$ cat config.mk
export PLATFORM = sky130hd
export DESIGN_NAME = stack_alu_sequencer
export DESIGN_NICKNAME = d
export VERILOG_FILES = /design/src/rtl/calc_pkg.sv /design/src/rtl/calc_stack_mem.sv /design/src/rtl/stack_alu_sequencer.sv
export SDC_FILE = /design/constraint.sdc
export NUM_CORES = 1
export LEC_CHECK = 0
export ABC_AREA = 1
export CORE_ASPECT_RATIO = 1.75
export CORE_UTILIZATION = 52
export CTS_BUF_LIST = sky130_fd_sc_hd__clkbuf_2 sky130_fd_sc_hd__clkbuf_4 sky130_fd_sc_hd__clkbuf_8
export DETAILED_ROUTE_END_ITERATION = 7
export PLACE_DENSITY_LB_ADDON = 0.08
export REMOVE_ABC_BUFFERS = 1
export SLEW_MARGIN = 0
export SYNTH_ARGS = -nofsm -noshare
export SYNTH_HDL_FRONTEND = slang
export SYNTH_SLANG_ARGS = --single-unit
export TNS_END_PERCENT = 10
$ cat constraint.sdc
create_clock -name clk -period 6.15 [get_ports clk]
set_clock_uncertainty 0.2 [all_clocks]
set_input_delay 1.23 -clock clk [delete_from_list [all_inputs] [get_ports clk]]
set_output_delay 1.23 -clock clk [all_outputs]
set_load 0.005 [all_outputs]
$ cat src/rtl/calc_pkg.sv
// Shared constants for the stack ALU sequencer: opcodes, FSM encoding, error bit positions.
package calc_pkg;

  localparam int DATA_W = 32;

  typedef logic [3:0] op_t;

  localparam op_t OP_ADD = 4'b0001;
  localparam op_t OP_SUB = 4'b0010;
  localparam op_t OP_MUL = 4'b0100;
  localparam op_t OP_DIV = 4'b1000;
  localparam op_t OP_NOP = 4'b0000;

  localparam logic [1:0] ST_IDLE  = 2'd0;
  localparam logic [1:0] ST_FETCH = 2'd1;
  localparam logic [1:0] ST_EXEC  = 2'd2;
  localparam logic [1:0] ST_WRITE = 2'd3;

  // err = {div0, arith_ovf, underflow, full}
  localparam int ERR_FULL      = 0;
  localparam int ERR_UNDERFLOW = 1;
  localparam int ERR_OVF       = 2;
  localparam int ERR_DIV0      = 3;

  function automatic logic op_is_valid(input op_t op);
    return (op == OP_ADD) || (op == OP_SUB) || (op == OP_MUL) || (op == OP_DIV);
  endfunction

endpackage

$ cat src/rtl/calc_stack_mem.sv
// Operand register file: DEPTH x 32, one write port, two asynchronous read ports.
module calc_stack_mem
  import calc_pkg::*;
#(
  parameter int DEPTH = 8
) (
  input  logic                     clk,
  input  logic                     we,
  input  logic [$clog2(DEPTH)-1:0] waddr,
  input  logic [DATA_W-1:0]        wdata,
  input  logic [$clog2(DEPTH)-1:0] raddr_a,
  output logic [DATA_W-1:0]        rdata_a,
  input  logic [$clog2(DEPTH)-1:0] raddr_b,
  output logic [DATA_W-1:0]        rdata_b
);

  logic [DATA_W-1:0] mem_r [DEPTH];

  // Storage is deliberately not reset; count alone defines which entries are valid.
  always_ff @(posedge clk) begin
    if (we) begin
      mem_r[waddr] <= wdata;
    end
  end

  assign rdata_a = mem_r[raddr_a];
  assign rdata_b = mem_r[raddr_b];

endmodule

$ cat src/rtl/stack_alu_sequencer.sv
// Operand stack with a four-state sequencer that feeds an external ALU and writes its result back.
module stack_alu_sequencer
  import calc_pkg::*;
#(
  parameter int DEPTH = 8
) (
  input  logic                   clk,
  input  logic                   reset,
  input  logic                   push_valid,
  input  logic [31:0]            push_data,
  input  logic                   op_valid,
  input  logic [3:0]             op,
  output logic                   ready,
  output logic [31:0]            alu_a,
  output logic [31:0]            alu_b,
  output logic [3:0]             alu_op,
  input  logic [31:0]            alu_y,
  input  logic                   alu_overflow,
  output logic [31:0]            top,
  output logic [$clog2(DEPTH):0] count,
  output logic [3:0]             err,
  input  logic                   clear_err
);

  localparam int AW = $clog2(DEPTH);
  localparam int CW = AW + 1;

  logic [1:0]        state_r, state_nxt_s;
  logic [CW-1:0]     count_r, count_nxt_s;
  logic [3:0]        err_r, err_set_s;
  op_t               op_r;
  logic [31:0]       alu_a_r, alu_b_r, result_r;
  op_t               alu_op_r;
  logic              ready_r;
  logic              accept_op_s;
  logic              div0_s;
  logic [31:0]       exec_y_s;
  logic              wr_en_s;
  logic [AW-1:0]     wr_addr_s;
  logic [31:0]       wr_data_s;
  logic [AW-1:0]     rd_top_addr_s, rd_next_addr_s;
  logic [31:0]       rd_top_s, rd_next_s;

  // Index arithmetic wraps in AW bits, so count==DEPTH still addresses DEPTH-1.
  assign rd_top_addr_s  = count_r[AW-1:0] - AW'(1);
  assign rd_next_addr_s = count_r[AW-1:0] - AW'(2);

  calc_stack_mem #(.DEPTH(DEPTH)) u_mem (
    .clk     (clk),
    .we      (wr_en_s),
    .waddr   (wr_addr_s),
    .wdata   (wr_data_s),
    .raddr_a (rd_top_addr_s),
    .rdata_a (rd_top_s),
    .raddr_b (rd_next_addr_s),
    .rdata_b (rd_next_s)
  );

  assign div0_s   = (op_r == OP_DIV) && (alu_b_r == 32'd0);
  assign exec_y_s = div0_s ? 32'd0 : alu_y;

  // Next-state, stack write port and error-set decode.
  always_comb begin
    state_nxt_s = state_r;
    count_nxt_s = count_r;
    err_set_s   = 4'b0000;
    accept_op_s = 1'b0;
    wr_en_s     = 1'b0;
    wr_addr_s   = count_r[AW-1:0];
    wr_data_s   = push_data;
    case (state_r)
      ST_IDLE: begin
        if (op_valid) begin
          if (!op_is_valid(op)) begin
            state_nxt_s = ST_IDLE;
          end else if (count_r < CW'(2)) begin
            err_set_s[ERR_UNDERFLOW] = 1'b1;
          end else begin
            state_nxt_s = ST_FETCH;
            accept_op_s = 1'b1;
          end
        end else if (push_valid) begin
          if (count_r == CW'(DEPTH)) begin
            err_set_s[ERR_FULL] = 1'b1;
          end else begin
            wr_en_s     = 1'b1;
            count_nxt_s = count_r + CW'(1);
          end
        end else begin
          state_nxt_s = ST_IDLE;
        end
      end
      ST_FETCH: begin
        state_nxt_s = ST_EXEC;
      end
      ST_EXEC: begin
        state_nxt_s         = ST_WRITE;
        err_set_s[ERR_DIV0] = div0_s;
        err_set_s[ERR_OVF]  = alu_overflow;
      end
      ST_WRITE: begin
        state_nxt_s = ST_IDLE;
        wr_en_s     = 1'b1;
        wr_addr_s   = rd_next_addr_s;
        wr_data_s   = result_r;
        count_nxt_s = count_r - CW'(1);
      end
      default: begin
        state_nxt_s = ST_IDLE;
      end
    endcase
  end

  // Sequencer state, ALU operand/opcode registers and sticky error flags.
  always_ff @(posedge clk or posedge reset) begin
    if (reset) begin
      state_r  <= ST_IDLE;
      count_r  <= '0;
      err_r    <= 4'b0000;
      op_r     <= OP_NOP;
      alu_a_r  <= 32'd0;
      alu_b_r  <= 32'd0;
      alu_op_r <= OP_NOP;
      result_r <= 32'd0;
      ready_r  <= 1'b1;
    end else begin
      state_r <= state_nxt_s;
      count_r <= count_nxt_s;
      ready_r <= (state_nxt_s == ST_IDLE);
      // A new error in the same cycle wins over clear_err.
      err_r   <= (clear_err ? 4'b0000 : err_r) | err_set_s;
      if (accept_op_s) begin
        op_r <= op;
      end
      if (state_r == ST_FETCH) begin
        alu_b_r  <= rd_top_s;
        alu_a_r  <= rd_next_s;
        alu_op_r <= op_r;
      end else if (state_r == ST_EXEC) begin
        result_r <= exec_y_s;
        alu_op_r <= OP_NOP;
      end
    end
  end

  assign ready  = ready_r;
  assign alu_a  = alu_a_r;
  assign alu_b  = alu_b_r;
  assign alu_op = alu_op_r;
  assign count  = count_r;
  assign err    = err_r;
  assign top    = (count_r == CW'(0)) ? 32'd0 : rd_top_s;

endmodule
After elaboration in Yosys (flattened, before gate mapping). Memory sizes are Yosys's and may differ from the RTL's. A register that Yosys moved wholly into a read port is not among the register bits. Index checks and enable logic that the tools add are counted.

$add $sub $neg: 4. Magnitude comparators: 1. Equality and inequality tests: 12. Mux-type cells: 34. Bitwise gates (word level): 2. Reductions and logical operators: 12.

Operator list (count): $mux 32 (3); $logic_not 32->1 (1); $mux 4 (6); $mux 1 (15); $eq 4x4->1 const B (3); $mux 2 (6); $pmux 2 s4 (1); $pmux 4 s2 (1); $ne 2x2->1 const B (3); $add 4x1->4 const B (1); $eq 2x2->1 const B (2); $eq 4x1->1 const B (1); $eq 4x2->1 const B (1); $eq 4x3->1 const B (1); $logic_not 2->1 (2); $logic_not 4->1 (1); $lt 4x2->1 const B (1); $or 4x4->4 (1); $reduce_and 4->1 (1); $reduce_bool 2->1 (2); $sub 4x1->4 const B (1); $logic_or 1x1->1 (3); $mux 3 (1); $sub 3x1->3 const B (1); 6 further kinds (6).

Register bits: 83. Memory bits (writable): 256. Bits of input ports: 74. Output and inout bits: 109. Memories: 1.

Memory list: u_mem.mem_r (words 8, bits a word 32, read ports 2, clocked after Yosys merged registers in 1, wr ports 1, line calc_stack_mem.sv:17) `logic [DATA_W-1:0] mem_r [DEPTH];`.

Logic depth before layout (Yosys ltp).
Depth after elaboration: 8. Depth in mapped cells: 14.

Cells and area by module. Synthesis repeated with hierarchy kept, for this count alone.

Cell total of the unflattened synthesis: 2433. Area total of the unflattened synthesis: 19416.1 sq um.

By module, submodules not included: calc_stack_mem (instances 1, cells an instance 1719, area an instance 13753.2 sq um); stack_alu_sequencer (instances 1, cells an instance 714, area an instance 5662.9 sq um).

Worst setup path before layout. Ideal clock, no wire load.

Path type: input-to-reg. Start point: input port op_valid. End point: memory u_mem.mem_r[2][0] (enable). Setup time: 0.461 ns. Arrival: 3.986 ns. Data required time: 5.489 ns. Slack: 1.503 ns. Stages on the path: 7. Buffers on the path: 0. Cell sequence: inv_1 nand2_1 nor2_1 nand2_1 a21oi_1 nand2_1 nor3_1.

Word-level cells in the longest chain between the ends: 4.

RTL lines: start: declaration (line stack_alu_sequencer.sv:11) `input logic op_valid,`; $mux 1 (line stack_alu_sequencer.sv:73) `if (op_valid) begin`; $pmux 1 s2 (line stack_alu_sequencer.sv:71) `case (state_r)`; $mux 1 (line calc_stack_mem.sv:21) `if (we) begin`; $mux 1 (not written as such) (line calc_stack_mem.sv:22) `mem_r[waddr] <= wdata;`; end: declaration (line calc_stack_mem.sv:17).

No other way between the ends.

Worst setup path in the final report.
Start point: register count_r[1] (netlist: count[1]). End point: output port top[31].

Word-level cells in the longest chain between the ends: 3. Elaborated cells on any way between the ends: 4.

RTL lines: start: declaration (line stack_alu_sequencer.sv:29) `logic [CW-1:0] count_r, count_nxt_s;`; start signal: assignment (line stack_alu_sequencer.sv:128) `count_r <= count_nxt_s;`; $sub 3x1->3 (line stack_alu_sequencer.sv:45) `assign rd_top_addr_s = count_r[AW-1:0] - AW'(1);`; $mem_v2 8x32; $mux 32 (*) (line stack_alu_sequencer.sv:152) `assign top = (count_r == CW'(0)) ? 32'd0 : rd_top_s;`; end: declaration (line stack_alu_sequencer.sv:19) `output logic [31:0] top,`.

Mark *: on every way between the ends. The rest lies on a longest branch, timed or not.

==> results.ini <==
[placement]
place_inst = 2528
detailed_place_hpwl_um = 30600
io_buffer_count = 182
placed_cell_area_mm2 = 0.0200
gp_congestion = 0.815

[worst_setup_path]
critical_path.startpoint = count[1]
r2r_end = u_mem.mem_r[7][5]
cp.depth = 8
cp-endpoint = top[31]
crit_path_start_kind = register
cp_slowest_cell = ha_4
critical_path.top_delay_family = buffers and inverters
path_class = register to output port
arrival_ns = 3.90
r2r_setup_slack_ns = 2.26
critPathRequiredTime_ns = 4.72
reg2reg_from = count[1]
crit_chain = inv_2 > ha_4 > buf_4 > o211ai_1 > nand2_1 > nand2_1 > a21oi_1 > clkdlybuf4s50_1
end_kind = output port
cpMostUsedCell = nand2_1
max_stage_delay_ns = 0.73
critical_path_buf_inv_count = 3
r2r_cells = 10
path_max_fanout = 60

[power_and_ir_drop]
internal_power_mw = 6.68
ir_drop_mv = 0.596
p_clk_frac = 0.178
power_frac_seq = 0.309
swShare = 0.429
p_sw_mw = 5.01
power.leakage_nw = 9.01
pwr-share-comb = 0.513
p_per_area_mw_per_mm2 = 551
p_total_mw = 11.7

[route]
ant_nets = 0
viasPerCell = 5.67
via_count = 14912
drcViolationCount = 0
drt_iter0_markers = 1361
routed_wl_um = 53200
wire_per_inst_um = 20.2
drt_first_pass_iters = 7

[clocking]
clock-sinks = 371
post_cts_buffers = 0
cts_resized = 0
hold_buffers = 0
cts_buffer_depth = 3
cts_root_buf = clkbuf_8
cts_buffers = 55
cts_htree_levels = 2
clk_latency_ns = 0.62
cts_tree = yes
path_clk_slew_ns = 0.06

[synthesis]
synth_cell_type_count = 30
ys_seq_area_frac = 0.592
syn_area_mm2 = 0.0178
ys.flop_type = edfxtp_1
synth.avg_cell_area_um2 = 8.97
async_flop_share = 0.310
syn_inst = 1989
yosysWarnings = 0
synth-edff-count = 256
synth-seq-cells = 371

[die]
initial_core_util = 0.529
die-width_um = 142
core-area_mm2 = 0.0337
rows = 89
dieArea_mm2 = 0.0351
pin_count = 183
die_h_um = 247

[sta]
finalSetupViolations = 0
post-route-period-util = 0.866
hold_viol = 0
drv_slew = 0
min_period_ns = 5.33
rsz0062_at_grt = no
fmax_ghz = 0.188
tightest_slew_ns = 1.10
max_slew_margin = 0.264
fin_setup_tns_ns = 0

[finish]
post-route-util = 0.628
drive_gt1_frac = 0.0671
fill_cells = 2842
instances_no_fill = 2632
layout.nets = 2213
fin_area_mm2 = 0.0212
area_growth_pct = 18.8

[hold_path]
hp-class = register to register

[global_route]
grt_antenna_before_repair = 1
grt-ovfl-total = 0
grt_pass1_wl_um = 81600
grt_pass1_vias = 14739
track_usage = 0.312
grt_max_degree = 270

[status]
status = completed

[run]
cap_viol_max_count = 0

through the flow:
| stage | setup WS [ns] | hold WS, ns |
|---|---|---|
| 6_report | 0.822 | 0.277 |
| 5_1_grt | 0.636 | 0.298 |
| 4_1_cts | 0.808 | 0.283 |
| 3_5_place_dp | 1.48 | 0.265 |
| 3_3_place_gp | 1.48 | 0.261 |
| 2_1_floorplan | -6.45 | 0.249 |
final cells by class:
cell class                 count  area, um^2  area share
timing repair buffer         212        2070      0.0978
clock buffer                  82        1030      0.0488
inverter                     192         731      0.0345
tap                          455         569      0.0269
multi-input combinational   1298        6100       0.288
antenna                        1        2.50    0.000118
clock inverter                21         120     0.00567
sequential                   371       10600       0.499
layout by cell type (no fill, tap or decap), types with 4 or more instances in the layout:
cell type,count
ha_1,4
inv_2,5
nand3_1,81
edfxtp_1,256
nor2_1,165
buf_4,28
nand2_1,583
o21ai_0,142
nor3_1,11
nor2_4,5
dfrtp_1,113
o22ai_1,18
clkinv_1,13
o211ai_1,117
clkinv_2,5
clkdlybuf4s50_1,182
nor3_2,6
clkbuf_4,15
o21ai_1,8
a21oi_1,142
clkbuf_8,67
inv_1,185
power groups by stage:
stage / sequential [mW] / clock (mW) / combinational [mW]
after floorplan: 3.73 / 0 / 3.15
after global placement: 3.64 / 0 / 5.86
after detailed placement: 3.66 / 0 / 5.96
after CTS: 3.61 / 2.10 / 5.98
after global routing: 3.66 / 2.21 / 6.59
final: 3.62 / 2.08 / 5.99
cells in the mapped netlist, types with 5 or more instances:
library cell	n	share of area
o22ai_1	18	0.0063
ha_1	8	0.0056
clkbuf_1	62	0.013
buf_1	7	0.0015
o211ai_1	117	0.049
o21ai_0	142	0.040
nor3_1	17	0.0048
nor2_1	167	0.035
edfxtp_1	256	0.43
inv_1	187	0.039
o21ai_1	8	0.0022
inv_2	5	0.0011
nand2_1	583	0.12
a21oi_1	142	0.040
dfrtp_1	114	0.16
buf_2	58	0.016
nand3_1	82	0.023
worst min-delay path, delay by kind of cell (launching register included):
family	cells	cell delay, ns
DFF	1	0.34
and+or+nand+nor	2	0.10
sequential cells by signal (all words and copies together) (netlist names):
register,cells
alu_a,32
op_r,4
u_mem.mem_r,256
state_r,2
ready,1
alu_b,32
result_r,32
err,4
alu_op,4
count,4
cells by family after synthesis:
| family | Yosys count | share of synthesized area |
|---|---|---|
| fa+ha+maj | 9 | 0.00673 |
| simple gates | 853 | 0.187 |
| buf+inv | 320 | 0.0716 |
| xor+xnor | 5 | 0.00288 |
| flops | 371 | 0.592 |
| compound gates | 431 | 0.139 |
worst min path at each step:
stage	start	endpoint	slack, ns	cells after the start
floorplan	result_r[7]	result_r[7]	0.25	2
global placement	result_r[20]	result_r[20]	0.26	2
detailed placement	result_r[8]	result_r[8]	0.27	2
CTS	result_r[10]	result_r[10]	0.28	2
global route	result_r[31]	result_r[31]	0.30	2
finish	result_r[10]	result_r[10]	0.28	2
layer usage:
layer / vias up / share of wire / GRT usage
li1: 6936 / - / -
met1: 7118 / 0.37 / 0.377
met2: 695 / 0.51 / 0.544
met3: 163 / 0.078 / 0.0430
met4: 0 / 0.044 / 0.157
met5: - / 0 / 0
No activity file was read; power rests on OpenSTA's default activity.
